===== config.mk =====
export PLATFORM = sky130hd
export DESIGN_NAME = hit_dispatcher
export DESIGN_NICKNAME = d
export VERILOG_FILES = /design/src/rtl/hit_dispatcher_pkg.sv /design/src/rtl/hit_fifo.sv /design/src/rtl/hit_dispatcher.sv
export SDC_FILE = /design/constraint.sdc
export NUM_CORES = 1
export LEC_CHECK = 0
export CORE_ASPECT_RATIO = 1.2
export CORE_MARGIN = 4
export CORE_UTILIZATION = 35
export CTS_CLUSTER_SIZE = 28
export DETAILED_ROUTE_END_ITERATION = 8
export PLACE_DENSITY = 0.64
export SETUP_SLACK_MARGIN = 0.2
export SLEW_MARGIN = 20
export SYNTH_ARGS = -nofsm -noshare
export SYNTH_HDL_FRONTEND = slang
export SYNTH_HIERARCHICAL = 1
export SYNTH_SLANG_ARGS = --single-unit

===== constraint.sdc =====
create_clock -name clk -period 7.9 [get_ports clk]
set_input_delay 1.185 -clock clk [delete_from_list [all_inputs] [get_ports clk]]
set_output_delay 1.185 -clock clk [all_outputs]
set_load 0.05 [all_outputs]

===== src/rtl/hit_dispatcher_pkg.sv =====
// Shared definitions for the seed-hit dispatcher: hit record layout,
// block size used to form the hit address, and FSM state encoding.
package hit_dispatcher_pkg;

  localparam int DC_W       = 17;
  localparam int SH_W       = 9;
  localparam int LQ_W       = 9;
  localparam int HIT_W      = DC_W + SH_W + LQ_W;
  localparam int SRC_W      = 3;
  localparam int ADDR_W     = 32;
  localparam int BLOCK_SIZE = 512;

  typedef enum logic [1:0] {
    ST_IDLE   = 2'd0,
    ST_ISSUE  = 2'd1,
    ST_BUSY   = 2'd2,
    ST_REPORT = 2'd3
  } state_e;

  typedef struct packed {
    logic [DC_W-1:0] dc;
    logic [SH_W-1:0] sh;
    logic [LQ_W-1:0] lq;
  } hit_t;

  typedef struct packed {
    logic [SRC_W-1:0] src;
    hit_t             hit;
  } entry_t;

  // Linear symbol address of a hit; shiftNo is below the block size so
  // the sum never carries into dataCounter bits.
  function automatic logic [ADDR_W-1:0] hit_addr(input hit_t h);
    return ADDR_W'(h.dc) * ADDR_W'(BLOCK_SIZE) + ADDR_W'(h.sh);
  endfunction

endpackage


===== src/rtl/hit_fifo.sv =====
// Hit FIFO: array storage with a registered read port. data_o holds the
// last popped entry and only changes on a pop, so it doubles as the
// dispatcher's hold register.
module hit_fifo #(
  parameter int W     = 38,
  parameter int DEPTH = 8
) (
  input  logic         clk,
  input  logic         rst,
  input  logic         push_i,
  input  logic [W-1:0] data_i,
  input  logic         pop_i,
  output logic [W-1:0] data_o,
  output logic         full_o,
  output logic         empty_o
);

  localparam int AW = (DEPTH > 1) ? $clog2(DEPTH) : 1;

  logic [W-1:0]  mem [DEPTH];
  logic [AW-1:0] wr_ptr_q;
  logic [AW-1:0] rd_ptr_q;
  logic [AW:0]   count_q;
  logic [W-1:0]  rd_data_q;
  logic          do_push;
  logic          do_pop;

  assign full_o  = (count_q == (AW+1)'(DEPTH));
  assign empty_o = (count_q == '0);
  // A full FIFO refuses pushes even when a pop happens the same cycle.
  assign do_push = push_i && !full_o;
  assign do_pop  = pop_i && !empty_o;
  assign data_o  = rd_data_q;

  // Storage write; no reset so the array can map onto RAM.
  always_ff @(posedge clk) begin
    if (do_push) mem[wr_ptr_q] <= data_i;
  end

  // Pointers, occupancy and registered read.
  always_ff @(posedge clk or negedge rst) begin
    if (!rst) begin
      wr_ptr_q  <= '0;
      rd_ptr_q  <= '0;
      count_q   <= '0;
      rd_data_q <= '0;
    end else begin
      if (do_push) wr_ptr_q <= wr_ptr_q + AW'(1);
      if (do_pop) begin
        rd_ptr_q  <= rd_ptr_q + AW'(1);
        rd_data_q <= mem[rd_ptr_q];
      end
      case ({do_push, do_pop})
        2'b10:   count_q <= count_q + (AW+1)'(1);
        2'b01:   count_q <= count_q - (AW+1)'(1);
        default: count_q <= count_q;
      endcase
    end
  end

endmodule


===== src/rtl/hit_dispatcher.sv =====
// Seed-hit dispatcher: round-robin arbitration of hit requesters into a
// FIFO, then one extension at a time to the expander with duplicate
// suppression against the last reported window and a watchdog.
module hit_dispatcher
  import hit_dispatcher_pkg::*;
#(
  parameter int NREQ    = 4,
  parameter int DEPTH   = 8,
  parameter int TIMEOUT = 1023
) (
  input  logic                  clk,
  input  logic                  rst,
  input  logic [NREQ-1:0]       req_valid,
  output logic [NREQ-1:0]       req_ready,
  input  logic [NREQ*HIT_W-1:0] req_hit,
  output logic                  exp_start,
  output logic [DC_W-1:0]       exp_dataCounter,
  output logic [SH_W-1:0]       exp_shiftNo,
  output logic [LQ_W-1:0]       exp_LocationQ,
  input  logic                  exp_stop,
  input  logic [ADDR_W-1:0]     exp_locationStart,
  input  logic [ADDR_W-1:0]     exp_locationEnd,
  output logic                  res_valid,
  input  logic                  res_ready,
  output logic [ADDR_W-1:0]     res_start,
  output logic [ADDR_W-1:0]     res_end,
  output logic [SRC_W-1:0]      res_src,
  output logic [15:0]           drop_cnt,
  output logic                  err_timeout
);

  localparam int SEL_W = (NREQ > 1) ? $clog2(NREQ) : 1;
  localparam int WD_W  = $clog2(TIMEOUT + 1);

  hit_t              req_hit_a [NREQ];
  logic [SRC_W-1:0]  rr_q, rr_d;
  logic              run_q;
  logic              push;
  entry_t            push_entry;
  entry_t            head;
  logic              fifo_full, fifo_empty, pop;
  logic              in_window;

  state_e            state_q;
  logic              exp_start_q, res_valid_q, win_valid_q, err_q, first_q;
  logic [ADDR_W-1:0] last_start_q, last_end_q;
  logic [SRC_W-1:0]  res_src_q;
  logic [15:0]       drop_cnt_q;
  logic [WD_W-1:0]   wdog_q;

  for (genvar gi = 0; gi < NREQ; gi++) begin : g_unpack
    assign req_hit_a[gi] = req_hit[gi*HIT_W +: HIT_W];
  end

  // Round-robin grant: first valid requester at or after the pointer.
  always_comb begin
    int               idx;
    logic [SEL_W-1:0] sel;
    idx        = 0;
    sel        = '0;
    req_ready  = '0;
    rr_d       = rr_q;
    push       = 1'b0;
    push_entry = '0;
    for (int k = 0; k < NREQ; k++) begin
      idx = int'(rr_q) + k;
      if (idx >= NREQ) idx = idx - NREQ;
      sel = SEL_W'(idx);
      if (!push && run_q && !fifo_full && req_valid[sel]) begin
        push           = 1'b1;
        req_ready[sel] = 1'b1;
        push_entry     = '{src: SRC_W'(idx), hit: req_hit_a[sel]};
        rr_d           = (idx == NREQ - 1) ? '0 : SRC_W'(idx + 1);
      end
    end
  end

  // Pointer update; run_q keeps req_ready low until reset has been released.
  always_ff @(posedge clk or negedge rst) begin
    if (!rst) begin
      rr_q  <= '0;
      run_q <= 1'b0;
    end else begin
      rr_q  <= rr_d;
      run_q <= 1'b1;
    end
  end

  assign pop = (state_q == ST_IDLE) && !fifo_empty;

  hit_fifo #(
    .W     ($bits(entry_t)),
    .DEPTH (DEPTH)
  ) u_fifo (
    .clk     (clk),
    .rst     (rst),
    .push_i  (push),
    .data_i  (push_entry),
    .pop_i   (pop),
    .data_o  (head),
    .full_o  (fifo_full),
    .empty_o (fifo_empty)
  );

  assign in_window = (hit_addr(head.hit) >= last_start_q) &&
                     (hit_addr(head.hit) <= last_end_q);

  // Dispatch FSM: issue, wait for completion or watchdog, report.
  always_ff @(posedge clk or negedge rst) begin
    if (!rst) begin
      state_q      <= ST_IDLE;
      exp_start_q  <= 1'b0;
      res_valid_q  <= 1'b0;
      res_src_q    <= '0;
      last_start_q <= '0;
      last_end_q   <= '0;
      win_valid_q  <= 1'b0;
      drop_cnt_q   <= '0;
      err_q        <= 1'b0;
      wdog_q       <= '0;
      first_q      <= 1'b0;
    end else begin
      exp_start_q <= 1'b0;
      case (state_q)
        ST_IDLE: begin
          if (!fifo_empty) state_q <= ST_ISSUE;
        end
        ST_ISSUE: begin
          if (win_valid_q && in_window) begin
            if (drop_cnt_q != 16'hFFFF) drop_cnt_q <= drop_cnt_q + 16'd1;
            state_q <= ST_IDLE;
          end else if (!exp_stop) begin
            exp_start_q <= 1'b1;
            wdog_q      <= '0;
            first_q     <= 1'b1;
            state_q     <= ST_BUSY;
          end
        end
        ST_BUSY: begin
          first_q <= 1'b0;
          // exp_stop may still reflect the previous extension on the first cycle.
          if (!first_q && exp_stop) begin
            last_start_q <= exp_locationStart;
            last_end_q   <= exp_locationEnd;
            win_valid_q  <= 1'b1;
            res_src_q    <= head.src;
            res_valid_q  <= 1'b1;
            state_q      <= ST_REPORT;
          end else if (wdog_q == WD_W'(TIMEOUT - 1)) begin
            err_q   <= 1'b1;
            state_q <= ST_IDLE;
          end else begin
            wdog_q <= wdog_q + WD_W'(1);
          end
        end
        ST_REPORT: begin
          if (res_ready) begin
            res_valid_q <= 1'b0;
            state_q     <= ST_IDLE;
          end
        end
        default: state_q <= ST_IDLE;
      endcase
    end
  end

  assign exp_start       = exp_start_q;
  assign exp_dataCounter = head.hit.dc;
  assign exp_shiftNo     = head.hit.sh;
  assign exp_LocationQ   = head.hit.lq;
  assign res_valid       = res_valid_q;
  assign res_start       = last_start_q;
  assign res_end         = last_end_q;
  assign res_src         = res_src_q;
  assign drop_cnt        = drop_cnt_q;
  assign err_timeout     = err_q;

endmodule

==> results.tsv <==
metric	value	unit
outcome	finished, final reports clean	
n_fill_cell	5940	
clkSinkCount	456	
grt_pass1_wl	94470	µm
grt_max_degree	116	
max_stage_delay	0.74	ns
critical_path.startpoint	rr_q[1]$_DFFE_PN0P_	
ys.flop_type	edfxtp_1	
track_usage	16.61	%
via_count	15870	
critPathSlowestCell	clkdlybuf4s50_1	
holdBufCountCts	0	
route.detailed.drc	0	
drtIter0Drc	949	
cp_data_required_time	6.71	ns
synth_area	23220	µm²
slew_headroom	29.16	%
start_util	35.33	%
hold_viol	0	
antenna_cells	0	
num_io_pins	337	
die_h	290.2	µm
dieArea	70550	µm²
path_buf_inv	3	
grt_setup_unrepaired	false	
cts_root_buffer	clkbuf_16	
dp.cells	2841	
drive_gt1_share	13.94	%
gr-total-overflow	0	
cts_tree	yes	
synth_edf_count	304	
avgSynthCellArea	13.19	µm²
rrSetupSlack	2.88	ns
gp_congestion	0.7937	
worstSetupEndpoint	req_ready[1]	
worstHoldStart	u_fifo/data_o[7]$_DFFE_PN0P_	
cp_num_cells	10	
grt_pass1_vias	16300	
leakagePower	10.65	nW
synth.distinct_cells	73	
port_buffers	336	
synthesis.nets	2039	
dp_hpwl	41410	µm
period_needed	6.022	ns
ys_ff_latch	456	
hp-class	reg2reg	
start_kind	flop	
nets	2328	
post_cts_buffers	0	
worstReg2RegEnd	u_fifo/count_q[3]$_DFFE_PN0P_	
viasPerCell	5.419	
critPathArrivalTime	4.84	ns
path_clk_slew	0.06	ns
setup_tns	0	ns
postRouteAntennaNets	0	
ir_worst_vdd	0.2080	mV
areaGrowthSynthToFinish	24.49	%
synthArstFlopShare	33.33	%
antenna_found_initial	0	
cellPowerDensity	449.8	nW/µm²
clock_latency	0.60	ns
wl	59950	µm
setup_viol	0	
coreArea	65730	µm²
cts.repair.resized	0	
cts-htree-levels	2	
slew_violations	0	
clock_skew	0.02333	ns
dieWidth	243.1	µm
final_cells	2928	
ys_seq_area_share	55.69	%
drv_cap	0	
crit_fanout	79	
syn_inst	1761	
crit_chain	buf_4, inv_2, ha_4, mux4_2, nor2_2, o211ai_1, and2_1, a222oi_1, o21ai_1, clkdlybuf4s50_1	
cpLargestDelayFamily	buffers and inverters	
tightest_slew	1.063	ns
placementRows	103	
cts_made_buffers	46	
fmax	166.1	MHz
yosysWarningCount	6	
clock_path_buffers	3	
endpoint_kind	primary output	
drt_first_pass_iters	6	
r2r-start	rr_q[1]$_DFFE_PN0P_	
post_drt_wl_per_cell	20.48	µm
crit_type	reg2out	
reg2regPathDepth	14	
period_share	76.23	%
[synthesized netlist by cell type (5+ instances only)]
library cell,instances,share of area (%)
nand4_1,20,0.54
a221o_1,13,0.56
o21ai_1,67,1.4
a22oi_1,62,2.0
clkbuf_1,56,0.91
inv_1,66,1.1
nand3_1,17,0.37
buf_2,22,0.47
buf_1,19,0.31
nor3_1,12,0.26
ha_1,65,3.5
nor2b_1,6,0.16
nor4_1,7,0.19
buf_6,10,0.48
mux4_2,71,6.9
and3_1,12,0.32
nand2b_1,10,0.27
and4_1,5,0.19
edfxtp_1,304,39
nand2_1,166,2.7
xnor2_1,19,0.72
o21ai_0,80,1.7
mux2i_1,149,6.4
o22ai_1,47,1.3
nor2_1,30,0.48
dfrtp_1,152,16
o221ai_1,63,2.4
and2_1,6,0.16
xor2_1,9,0.34
a31oi_1,5,0.13
a21oi_1,26,0.56
mux2_2,96,4.7
buf_12,5,0.43
[stage by stage]
step | hold slack, ns | cell area [µm²] | power (mW) | util [%] | setup WS, ns
after floorplan | 0.4392 | 23220 | 8.815 | - | 2.150
after global placement | 0.4538 | 27230 | 10.57 | 41.44 | 2.499
after detailed placement | 0.4743 | 27230 | 10.79 | 41.44 | 2.429
after CTS | 0.4866 | 28880 | 13.16 | 43.94 | 1.880
after global routing | 0.5116 | 28910 | 13.86 | 43.99 | 1.534
final | 0.4784 | 28910 | 13.00 | 43.99 | 1.878
[how the worst min path moves through the flow]
stage | end | slack [ns] | cells after the start
6_report | u_fifo/data_o[7]$_DFFE_PN0P_ | 0.48 | 2
5_1_grt | err_timeout$_DFFE_PN0P_ | 0.51 | 1
4_1_cts | u_fifo/data_o[7]$_DFFE_PN0P_ | 0.49 | 2
3_5_place_dp | u_fifo/data_o[7]$_DFFE_PN0P_ | 0.47 | 2
3_3_place_gp | win_valid_q$_DFFE_PN0P_ | 0.45 | 1
2_1_floorplan | win_valid_q$_DFFE_PN0P_ | 0.44 | 1
[cells in the final DEF, fill, tap and decap left out, types with 8 or more instances in the layout]
master and count:
a21oi_1 26, a221o_1 13, a22oi_1 62, and3_1 12, buf_4 25, bufinv_16 9, clkbuf_1 8, clkbuf_16 47
clkdlybuf4s50_1 335, dfrtp_1 149, edfxtp_1 304, ha_1 64, inv_1 66, mux2_2 96, mux2i_1 149, mux4_2 71
nand2_1 166, nand2b_1 10, nand3_1 17, nand4_1 20, nor2_1 22, nor3_1 10, o21ai_0 80, o21ai_1 67
o221ai_1 63, o22ai_1 47, xnor2_1 19, xor2_1 9
[tightest hold or removal path: cells and delay by family (launching register included)]
kind            cells  cell delay (ns)
compound gates      1             0.06
flops               1             0.34
simple gates        1             0.05
[sequential cells by signal (all words and copies together), names as in the netlist, 2 cells and up]
| name | cells |
|---|---|
| u_fifo/wr_ptr_q | 3 |
| drop_cnt | 16 |
| u_fifo/mem | 304 |
| u_fifo/count_q | 4 |
| state_q | 2 |
| wdog_q | 10 |
| res_src | 3 |
| res_end | 32 |
| rr_q | 3 |
| res_start | 32 |
| u_fifo/data_o | 38 |
| u_fifo/rd_ptr_q | 3 |
[metal layers]
layer | wire (µm) | share of wire, % | GRT usage, % | up-vias
met3 | 3152 | 5.3 | 3.017 | 78
li1 | - | - | - | 7429
met5 | 0 | 0 | 0 | -
met1 | 26680 | 45 | 22.45 | 7849
met2 | 28850 | 48 | 27.96 | 512
met4 | 1267 | 2.1 | 3.900 | 0
[power breakdown]
part	internal (mW)	total, mW	switching [mW]
Clock	1.40	2.33	0.934
Sequential	3.74	4.22	0.482
Combinational	2.43	6.45	4.02
[logic make-up (layout without fill, tap and decap cells)]
| group | count (synthesis) | count (layout) | share of synthesized area [%] |
|---|---|---|---|
| flops | 456 | 456 | 55.69 |
| compound gates | 401 | 401 | 11.59 |
| mux | 317 | 317 | 18.01 |
| simple gates | 303 | 303 | 6.018 |
| buf+inv | 189 | 516 | 4.025 |
| fa+ha+maj | 66 | 66 | 3.588 |
| xor+xnor | 28 | 28 | 1.056 |
| other cells | 1 | 1 | 0.01615 |
[final cells by class]
class / instances / area [µm²] / area share (%)
Clock buffer: 55 / 1206 / 4.172
Inverter: 68 / 255.2 / 0.8829
Multi-Input combinational cell: 1116 / 9435 / 32.64
Timing Repair Buffer: 362 / 3580 / 12.38
Tap cell: 840 / 1051 / 3.635
Sequential cell: 456 / 12940 / 44.76
Clock inverter: 31 / 441.7 / 1.528
No activity file was read; power rests on OpenSTA's default activity.
